**config.mk**
```make
export PLATFORM = sky130hd
export DESIGN_NAME = matmul_result_drain
export DESIGN_NICKNAME = d
export VERILOG_FILES = /design/src/rtl/matmul_result_drain.sv
export SDC_FILE = /design/constraint.sdc
export NUM_CORES = 1
export LEC_CHECK = 0
export CAP_MARGIN = 5
export CORE_MARGIN = 4
export CORE_UTILIZATION = 55
export DETAILED_ROUTE_END_ITERATION = 8
export PLACE_DENSITY = 0.87
export SETUP_SLACK_MARGIN = 0.1
export SLEW_MARGIN = 20
export SYNTH_ARGS = -nofsm -noshare
export SYNTH_HDL_FRONTEND = slang
export SYNTH_SLANG_ARGS = --single-unit
```
**constraint.sdc**
```tcl
create_clock -name clk -period 17.8 [get_ports clk]
set_clock_uncertainty 0.15 [all_clocks]
set_input_delay 1.78 -clock clk [delete_from_list [all_inputs] [get_ports clk]]
set_output_delay 1.78 -clock clk [all_outputs]
set_load 0.01 [all_outputs]
```
**src/rtl/matmul_result_drain.sv**
```systemverilog
// Streams a rows*cols result matrix out of result SRAM in row-major order with optional ReLU.
// First word appears 2 cycles after start; reads stall when buffer credits run out, outputs hold under backpressure.
module matmul_result_drain #(
    parameter int ADDR_W    = 16,
    parameter int DATA_W    = 32,
    parameter int BUF_DEPTH = 2
) (
    input  logic              clk,
    input  logic              reset_n,
    input  logic              start_valid,
    output logic              start_ready,
    input  logic [15:0]       num_rows,
    input  logic [15:0]       num_cols,
    input  logic [ADDR_W-1:0] base_addr,
    input  logic              relu_en,
    output logic [ADDR_W-1:0] sram_rd_addr,
    input  logic [DATA_W-1:0] sram_rd_data,
    output logic              sram_rd_en,
    output logic              out_valid,
    input  logic              out_ready,
    output logic [DATA_W-1:0] out_data,
    output logic              out_last,
    output logic              busy,
    output logic              done
);

    localparam int PTR_W = (BUF_DEPTH > 1) ? $clog2(BUF_DEPTH) : 1;
    localparam int CNT_W = $clog2(BUF_DEPTH + 1);

    typedef enum logic [1:0] {IDLE, DRAIN, DONE} state_t;

    state_t              state, state_nxt;
    logic [31:0]         total, issued, start_total;
    logic                relu_q;
    logic [ADDR_W-1:0]   addr_q;
    logic                rd_pending, rd_last_pending;
    logic [DATA_W-1:0]   buf_data [BUF_DEPTH];
    logic [BUF_DEPTH-1:0] buf_last;
    logic [PTR_W-1:0]    wr_ptr, rd_ptr;
    logic [CNT_W-1:0]    count;
    logic [CNT_W:0]      credit_used;
    logic                start_hs, issue, pop;
    logic [DATA_W-1:0]   push_data;

    function automatic logic [PTR_W-1:0] ptr_inc(input logic [PTR_W-1:0] p);
        return (p == PTR_W'(BUF_DEPTH - 1)) ? '0 : p + PTR_W'(1);
    endfunction

    assign start_total = 32'(num_rows) * 32'(num_cols);
    assign start_ready = (state == IDLE);
    assign busy        = (state != IDLE);
    assign done        = (state == DONE);
    assign start_hs    = start_valid && start_ready;

    assign out_valid = (count != '0);
    assign out_data  = out_valid ? buf_data[rd_ptr] : '0;
    assign out_last  = out_valid && buf_last[rd_ptr];
    assign pop       = out_valid && out_ready;

    // A pop this cycle frees its slot in time for the read issued now, which keeps depth 2 at full rate.
    assign credit_used = {1'b0, count} + {{CNT_W{1'b0}}, rd_pending} - {{CNT_W{1'b0}}, pop};
    assign issue       = (state == DRAIN) && (issued < total) &&
                         (credit_used < (CNT_W + 1)'(BUF_DEPTH));
    assign sram_rd_en   = issue;
    assign sram_rd_addr = addr_q;

    assign push_data = (relu_q && sram_rd_data[DATA_W-1]) ? '0 : sram_rd_data;

    always_comb begin
        state_nxt = state;
        case (state)
            IDLE:    if (start_hs) state_nxt = (start_total == 32'd0) ? DONE : DRAIN;
            DRAIN:   if (pop && out_last) state_nxt = DONE;
            DONE:    state_nxt = IDLE;
            default: state_nxt = IDLE;
        endcase
    end

    always_ff @(posedge clk) begin
        if (!reset_n) begin
            state           <= IDLE;
            total           <= '0;
            issued          <= '0;
            relu_q          <= 1'b0;
            addr_q          <= '0;
            rd_pending      <= 1'b0;
            rd_last_pending <= 1'b0;
            wr_ptr          <= '0;
            rd_ptr          <= '0;
            count           <= '0;
            buf_last        <= '0;
        end else begin
            state           <= state_nxt;
            rd_pending      <= issue;
            rd_last_pending <= issue && (issued == total - 32'd1);
            if (start_hs) begin
                total  <= start_total;
                issued <= '0;
                relu_q <= relu_en;
                addr_q <= base_addr;
            end
            if (issue) begin
                issued <= issued + 32'd1;
                addr_q <= addr_q + ADDR_W'(1);
            end
            if (rd_pending) begin
                buf_last[wr_ptr] <= rd_last_pending;
                wr_ptr           <= ptr_inc(wr_ptr);
            end
            if (pop) rd_ptr <= ptr_inc(rd_ptr);
            case ({rd_pending, pop})
                2'b10:   count <= count + CNT_W'(1);
                2'b01:   count <= count - CNT_W'(1);
                default: count <= count;
            endcase
        end
    end

    // Payload needs no reset: out_data is masked while the buffer is empty.
    always_ff @(posedge clk) begin
        if (rd_pending) buf_data[wr_ptr] <= push_data;
    end

endmodule

```
==> impl_summary.md, run 1 <==
Final layout
The sequential cell area in the final layout is 3760 sq um. The multi-input logic area is 12300 sq um. The final net count is 2447. The share of final-layout standard cells stronger than drive strength 1 is 0.0324. The repair_antennas step left the layout with diodes totalling 0. The commonest non-fill, non-tap cell in the layout is sky130_fd_sc_hd__nand2_1.

The top cell types in the final layout, fill and taps aside, are sky130_fd_sc_hd__nand2_1, sky130_fd_sc_hd__inv_1, sky130_fd_sc_hd__fa_1, sky130_fd_sc_hd__ha_1, sky130_fd_sc_hd__and2_1. The signed area change from the synthesized netlist to the final layout is 12.6%. The count of filler cells inserted in the layout is 2372.

Critical path
The slowest stage of the critical path belongs to the cell sky130_fd_sc_hd__clkdlybuf4s50_1. The timing startpoint of the critical path is num_cols[3]. Traced cell by cell, the critical path runs through clkdlybuf4s50_1 -> nand2_1 -> fa_1 -> fa_1 -> inv_1 -> fa_1 -> inv_1 -> fa_1 -> fa_1 -> fa_1 -> inv_1 -> ha_1 -> a21oi_1 -> o21ai_0 -> a31o_2 -> o2111ai_1 -> nand4_1 -> nor4_1 -> nand4_1 -> nor4_1 -> o21ai_0. The worst setup path is captured at a flop. Following the worst setup path forward leads to its endpoint at state[0]$_SDFFE_PN0P_. The register-to-register setup slack is 11.96 ns. The delay contributed by the slowest stage of the critical path is roughly 0.93 ns. The worst reg-to-reg path cell count is 19. The worst setup path is launched from an input pin. The capturing point of the worst reg2reg path is issued[2]$_SDFFE_PN0P_. The number of buffer and inverter stages on the critical path is 4. In this run the worst path has a maximum fanout of 16.

The critical path required time is 17.96 ns. The critical path class is input pin to flop. The critical path depth in cells is 21.

The worst register-to-register path begins at count[1]$_SDFFE_PN0P_. The cell with the most instances on the worst path is sky130_fd_sc_hd__fa_1. In this design, the largest share of critical-path delay is due to adder cells.

For the worst setup path, the data arrival time is 8.97 ns.

Yosys
The proportion of register bits with asynchronous set or reset after synthesis is 0. Yosys mapped the design onto 74 distinct sky130hd cell types. Synthesis produced a netlist with a net count of roughly 2400.

The fraction of synthesized cell area taken by the top area cell type is 0.226. The count of mapped cells out of synthesis is 1956. The cell area that synthesis handed to floorplanning was 17300 sq um. Yosys printed 0 warnings.

In this run the mean area of a mapped cell was 8.84 sq um. The proportion of synthesized chip area in sequential cells is 0.218. In the post-synthesis netlist, the biggest area contributors are sky130_fd_sc_hd__fa_1, sky130_fd_sc_hd__edfxtp_1, sky130_fd_sc_hd__dfxtp_1. sky130_fd_sc_hd__fa_1 takes more of the synthesized area than any other cell. The number of flops mapped to enable cells by yosys is 64. The post-synthesis register bit count is 156. The dominant register cell in the synthesized netlist is sky130_fd_sc_hd__dfxtp_1.

Routing
After detailed routing, the total wire length is 43.6 mm. The via count of the routed design is 14770. The average vias per placed instance is 6.07.

The post-detailed-route count of antenna-violating nets is 0. The detailed router finished its first iteration with between 1000 and 1500 violations. The number of iterations in the first detailed-routing pass is 6.

The residual DRC count is 0. The final routed wire length divided by cell count is 17.9 microns.

Placement
The half-perimeter wire length after placement is 33.0 mm. The count of buffers added on input and output ports is 138. Routability-driven placement finished with a final weighted congestion of approximately 0.95.

Clock network
Clock tree synthesis inserted a total of 17 buffers. The number of gates resized after cts is 0. The number of hold buffers added after CTS was 0. The clock transition at the registers of the reported paths is about 0.070 ns. The largest buffer count on any clock path is 2. The TritonCTS clock tree is done. The deepest level of the CTS H-tree is 4.

For the worst-skew pair, the clock arrives at the later sink with an insertion delay of 0.44 ns. The number of buffers added for setup after CTS is 0. The clock net in this run drives a total of 156 sinks. The root buffer cell is sky130_fd_sc_hd__clkbuf_16.

Job
The total of max-cap violations is 0.

Global routing
For this run the aggregate overflow at the end of global routing stands at 0. The first global-routing pass estimated about 73 mm of wire. For this run, the total global-route usage over all layers was measured as 0.259.

The number of global-route vias before repair is 15217. Entering global routing, the biggest net connects 58 pins. The initial antenna violation count was 0.

Run status
The run finished with clean final reports.

Timing
At the pin with the least slew margin, the transition time is 1.11 ns. Of the available clock period, the critical path in the final layout requires 0.494. The accumulated negative setup slack is 0 ns.

The relative max-transition margin is 0.257. The number of endpoints with negative hold slack in the final report is 0. Static timing analysis puts the maximum clock frequency at roughly 0.11 GHz.

The post-layout minimum cycle time is 8.80 ns. The number of pins with negative max-slew slack in the final report is 0. Setup repair after global routing left no endpoint under its margin.

Setup violations remaining at the end of the flow were counted as 0.

Floorplan
The initial core utilization is 0.561. After floorplanning, the core was divided into 64 placement rows. During I/O placement, the number of pins put on the boundary was 139. The core box area is just over 30000 sq um. The die is 185 microns wide.

The chip height is 185 microns. The die area is 34400 sq um.

Hold path
The worst hold path belongs to the class flop to flop.
## worst min-delay path by stage
stage	startpoint	end	slack (ns)	depth (start not counted)
2_1_floorplan	wr_ptr$_SDFFE_PN0P_	wr_ptr$_SDFFE_PN0P_	0.29	2
3_3_place_gp	wr_ptr$_SDFFE_PN0P_	wr_ptr$_SDFFE_PN0P_	0.30	2
3_5_place_dp	wr_ptr$_SDFFE_PN0P_	wr_ptr$_SDFFE_PN0P_	0.31	2
4_1_cts	wr_ptr$_SDFFE_PN0P_	wr_ptr$_SDFFE_PN0P_	0.32	2
5_1_grt	wr_ptr$_SDFFE_PN0P_	wr_ptr$_SDFFE_PN0P_	0.35	2
6_report	wr_ptr$_SDFFE_PN0P_	wr_ptr$_SDFFE_PN0P_	0.32	2
## sequential cells by signal, summed over array words and instances, names as in the netlist, named ones only
| name | cells |
|---|---|
| wr_ptr | 1 |
| sram_rd_addr | 16 |
| buf_data | 64 |
| rd_ptr | 1 |
| count | 2 |
| state | 2 |
| buf_last | 2 |
| rd_pending | 1 |
| relu_q | 1 |
| rd_last_pending | 1 |
| total | 32 |
| issued | 32 |
## layout make-up
type / instances / share of cell area
multi-input combinational: 1481 / 0.633
sequential: 156 / 0.193
timing repair buffer: 146 / 0.0740
inverter: 224 / 0.0432
tap: 396 / 0.0254
clock buffer: 17 / 0.0218
clock inverter: 15 / 0.00938
## metal layers
metal | routed length [microns] | vias to the layer above | GRT usage
li1 | - | 6715 | -
met3 | 3250 | 125 | 0.0355
met4 | 1350 | 0 | 0.0878
met1 | 17400 | 7238 | 0.337
met5 | 0 | - | 0
met2 | 21600 | 692 | 0.447
## metrics by stage
| stage | hold slack (ns) | instance area [sq um] | cells | setup slack, ns | util |
|---|---|---|---|---|---|
| 2_1_floorplan | 0.290 | 17300 | 1956 | 9.91 | - |
| 4_1_cts | 0.325 | 19500 | 2435 | 9.22 | 0.632 |
| 5_1_grt | 0.355 | 19500 | 2435 | 8.81 | 0.632 |
| 6_report | 0.324 | 19500 | 2435 | 9.00 | 0.632 |
| 3_5_place_dp | 0.314 | 18900 | 2403 | 8.76 | 0.612 |
| 3_3_place_gp | 0.297 | 18900 | 2403 | 8.87 | 0.612 |
## cells by family (layout without fill, tap and decap cells)
logic type / after synthesis / after routing / share of synthesized area
compound gates: 310 / 310 / 0.116
xor+xnor: 66 / 66 / 0.0334
fa+ha+maj: 336 / 336 / 0.328
buf+inv: 319 / 402 / 0.0702
flops: 156 / 156 / 0.218
mux: 50 / 50 / 0.0290
simple gates: 719 / 719 / 0.206
## worst register-to-register path: stages (launching register included)
cell                        delay, ns
sky130_fd_sc_hd__dfxtp_1         0.37
sky130_fd_sc_hd__nor2_2          0.13
sky130_fd_sc_hd__buf_4           0.34
sky130_fd_sc_hd__inv_1           0.10
sky130_fd_sc_hd__and2_1          0.22
sky130_fd_sc_hd__ha_1            0.28
sky130_fd_sc_hd__nand2b_1        0.15
sky130_fd_sc_hd__fa_1            0.56
sky130_fd_sc_hd__nor4bb_1        0.29
sky130_fd_sc_hd__o2111ai_1       0.44
sky130_fd_sc_hd__o21bai_1        0.61
sky130_fd_sc_hd__inv_1           0.24
sky130_fd_sc_hd__nor2_1          0.06
sky130_fd_sc_hd__buf_4           0.23
sky130_fd_sc_hd__inv_1           0.09
sky130_fd_sc_hd__buf_4           0.34
sky130_fd_sc_hd__nand2_1         0.25
sky130_fd_sc_hd__inv_1           0.54
sky130_fd_sc_hd__a21oi_1         0.17
sky130_fd_sc_hd__a31oi_1         0.19
## synth_stat cells (all sizes together) (4+ instances only)
library cell,number
nand2,275
inv,224
fa,195
and2,141
ha,141
nor2,107
a21oi,104
dfxtp,92
clkbuf,81
edfxtp,64
mux2i,49
o21ai,47
xnor2,46
and3,39
nand3,34
a31oi,24
nor3,24
nand4,22
xor2,20
a21o,19
nand2b,17
buf,14
nor4,13
a211oi,12
o21a,11
o211ai,9
or4,8
a32oi,7
nand3b,7
nor2b,7
o2111ai,7
or3,7
and4,6
o22ai,6
o31ai,6
o41ai,6
a22oi,5
a31o,5
a41oi,5
or2,5
a21boi,4
a32o,4
Power of run 1 is not shown: default switching activity piles up to over one toggle a cycle in this logic, so the estimate is an artifact.
==> run 2: changes to the inputs <==
Clock period 17.8 ns to 8.4 ns, I/O delays scaled along.
==> impl_summary.md, run 2 (synthesized netlist as in run 1, its figures left out) <==
Timing
Setup repair after global routing left no endpoint under its margin. The accumulated negative setup slack is 0 ns (unchanged). Static timing analysis puts the maximum clock frequency at 0.129 GHz. The actual slew at the worst max-slew pin is 1.15 ns (+0.0384 ns). The post-layout minimum cycle time is 7.77 ns. The final worst-path cycle share is 0.925. The relative max-transition margin is 0.232 (-0.0257). The number of endpoints with negative hold slack in the final report was 0 (unchanged). The number of pins with negative max-slew slack in the final report was 0 (unchanged). The smallest setup slack after layout is 0.632 ns (-8.37 ns). The number of setup violations in the final report is 0 (unchanged).

The worst hold-check slack came to 0.337 ns (+0.0125 ns).

Global routing
The global-route wire length before repair is 73.1 mm (-0.34%). The initial antenna violation count is 1 (+1). The overall routing resource usage was 0.259 (-0.000721). The maximum number of pins on one net before global-route repair is 58 (unchanged). The global-route congestion overflow total was 0 (unchanged). The number of global-route vias before repair came to 15260 (+0.28%).

Placement
The count of input and output buffers was 138 (unchanged). The half-perimeter wire length after placement is 33.4 mm (+1.0%). The pre-CTS setup slack is 0.304 ns (-8.45 ns). The final weighted congestion of routability-driven global placement is 0.942 (-0.97%).

Routing
The post-detailed-route count of antenna-violating nets is 0 (unchanged). The average vias per placed instance came to 6.06 (about the same). The count of routing violations after the opening detailed-route iteration was 1227 (-3.2%). The residual DRC count was 0 (unchanged). The final routed wirelength across all metal layers is 43.9 mm (+0.70%). The via count of the routed design is 14806 (+0.24%). The number of iterations in the first detailed-routing pass is 6 (unchanged).

The final routed wire length divided by cell count is 18.0 microns (+0.41%).

Critical path
STA classifies the critical path startpoint as an input pin. The kind of capture point of the worst setup path is a flop. The critical path in this run is classified as input pin to flop. The endpoint arrival time on the critical path is 7.93 ns (-1.04 ns).

In this run the critical register-to-register path is launched from count[1]$_SDFFE_PN0P_. The register-to-register setup slack is 2.51 ns (-9.45 ns). The capturing point of the worst reg2reg path is issued[5]$_SDFFE_PN0P_. The maximum fanout encountered on the critical timing path was 16 (unchanged).

The worst reg-to-reg path cell count came to 19 (unchanged). The critical path required time is 8.56 ns (-9.40 ns).

Clock network
The deepest level of the CTS H-tree was 4 (unchanged). The number of gates resized after cts is 0 (unchanged). The largest buffer count on any clock path was 2 (unchanged). Clock tree synthesis selected as its root buffer the cell sky130_fd_sc_hd__clkbuf_16.

The TritonCTS clock tree is done. The clock insertion delay at the later pin of the skew report is 0.43 ns (about the same). The number of clock sinks seen by CTS was 156 (unchanged). The number of hold buffers added after CTS is 0 (unchanged). The number of buffers added by the clock tree synthesis step is 17 (unchanged). The clock transition at the registers of the reported paths is 0.07 ns (about the same). The number of buffers added for setup after CTS is 0 (unchanged).

Floorplan
The width of the chip came to 185 microns (unchanged). The row count came to 64 (unchanged). The die area is 34400 sq um (unchanged). The I/O pin total is 139 (unchanged).

The chip height was 185 microns (unchanged). The initial core utilization came to 0.561 (unchanged). The core box area is 30800 sq um (unchanged).

Hold path
For hold timing, the worst endpoint is wr_ptr$_SDFFE_PN0P_. The worst hold path begins at wr_ptr$_SDFFE_PN0P_. The depth of the worst hold-timing path came to 2 (unchanged). The worst min-delay path category is flop to flop.

Final layout
The library cell used most frequently in the layout, excluding fill and tap cells, is sky130_fd_sc_hd__nand2_1. The final net count is 2453 (+0.25%). buf_data holds more flip-flops than any other register. The multi-input logic area is 12300 sq um (unchanged).

The top cell types in the final layout, fill and taps aside, are sky130_fd_sc_hd__nand2_1, sky130_fd_sc_hd__inv_1, sky130_fd_sc_hd__fa_1, sky130_fd_sc_hd__ha_1, sky130_fd_sc_hd__and2_1. In the final layout, the registers with the most flip-flops are buf_data x64, issued x32, total x32. The count of filler cells inserted in the layout was 2426 (+2.3%).

The sequential cell area in the final layout is 3760 sq um (unchanged). The number of flip-flops in the largest register is 64 (unchanged). The share of final-layout standard cells stronger than drive strength 1 came to 0.0352 (+0.00284).

The signed area change from the synthesized netlist to the final layout is 12.9%.

Job
The total of max-cap violations was 0 (unchanged).

Run status
The flow ran to the end, and the final reports show no timing, DRC or antenna violations.
run 2: cell count changes in the layout (fill, tap and decap cells not counted):
cell                       delta
sky130_fd_sc_hd__diode_2      +1
sky130_fd_sc_hd__inv_6        -2
sky130_fd_sc_hd__buf_4        +6
sky130_fd_sc_hd__inv_8        +2
sky130_fd_sc_hd__clkinv_8     -1
sky130_fd_sc_hd__clkinv_4     +1
run 2: worst max-delay path by stage:
stage | end | cells past startpoint | slack [ns] | startpoint
after detailed placement | state[0]$_SDFFE_PN0P_ | 21 | 0.30 | num_cols[1]
after global placement | state[0]$_SDFFE_PN0P_ | 21 | 0.42 | num_cols[1]
after CTS | state[0]$_SDFFE_PN0P_ | 21 | 0.71 | num_cols[1]
after floorplan | state[0]$_SDFFE_PN0P_ | 23 | 1.45 | num_cols[1]
final | state[0]$_SDFFE_PN0P_ | 21 | 0.63 | num_cols[1]
after global routing | state[0]$_SDFFE_PN0P_ | 21 | 0.33 | num_cols[4]
run 2: final cells by class:
| cell class | count | area share |
|---|---|---|
| antenna | 1 | 0.000128 |
| clock buffer | 17 | 0.0218 |
| clock inverter | 15 | 0.00923 |
| inverter | 224 | 0.0431 |
| multi-input combinational | 1481 | 0.632 |
| sequential | 156 | 0.193 |
| tap | 396 | 0.0254 |
| timing repair buffer | 152 | 0.0761 |
run 2: through the flow:
| stage | area, sq um | instances | util |
|---|---|---|---|
| final | 19500 | 2442 | 0.633 |
| after CTS | 19500 | 2441 | 0.633 |
| after global placement | 18900 | 2409 | 0.614 |
| after detailed placement | 18900 | 2409 | 0.614 |
| after global routing | 19500 | 2441 | 0.633 |
| after floorplan | 17300 | 1956 | - |
run 2: worst max-delay path: stages:
cell                              delay (ns)
sky130_fd_sc_hd__clkdlybuf4s50_1        0.88
sky130_fd_sc_hd__nand2_1                0.18
sky130_fd_sc_hd__fa_1                   0.54
sky130_fd_sc_hd__fa_1                   0.54
sky130_fd_sc_hd__inv_1                  0.05
sky130_fd_sc_hd__fa_1                   0.50
sky130_fd_sc_hd__inv_1                  0.06
sky130_fd_sc_hd__fa_1                   0.55
sky130_fd_sc_hd__fa_1                   0.42
sky130_fd_sc_hd__fa_1                   0.49
sky130_fd_sc_hd__inv_1                  0.04
sky130_fd_sc_hd__ha_1                   0.38
sky130_fd_sc_hd__a21oi_1                0.30
sky130_fd_sc_hd__o21ai_0                0.21
sky130_fd_sc_hd__a31o_2                 0.27
sky130_fd_sc_hd__o2111ai_1              0.33
sky130_fd_sc_hd__nand4_1                0.17
sky130_fd_sc_hd__nor4_1                 0.49
sky130_fd_sc_hd__nand4_1                0.15
sky130_fd_sc_hd__nor4_1                 0.38
sky130_fd_sc_hd__o21ai_0                0.15
run 2: layer usage:
| metal | part of all wire | GRT usage |
|---|---|---|
| met1 | 0.39 | 0.328 |
| met2 | 0.50 | 0.448 |
| met3 | 0.078 | 0.0446 |
| met4 | 0.033 | 0.0893 |
| met5 | 0 | 0 |
Power of run 2 is left out for the same reason.
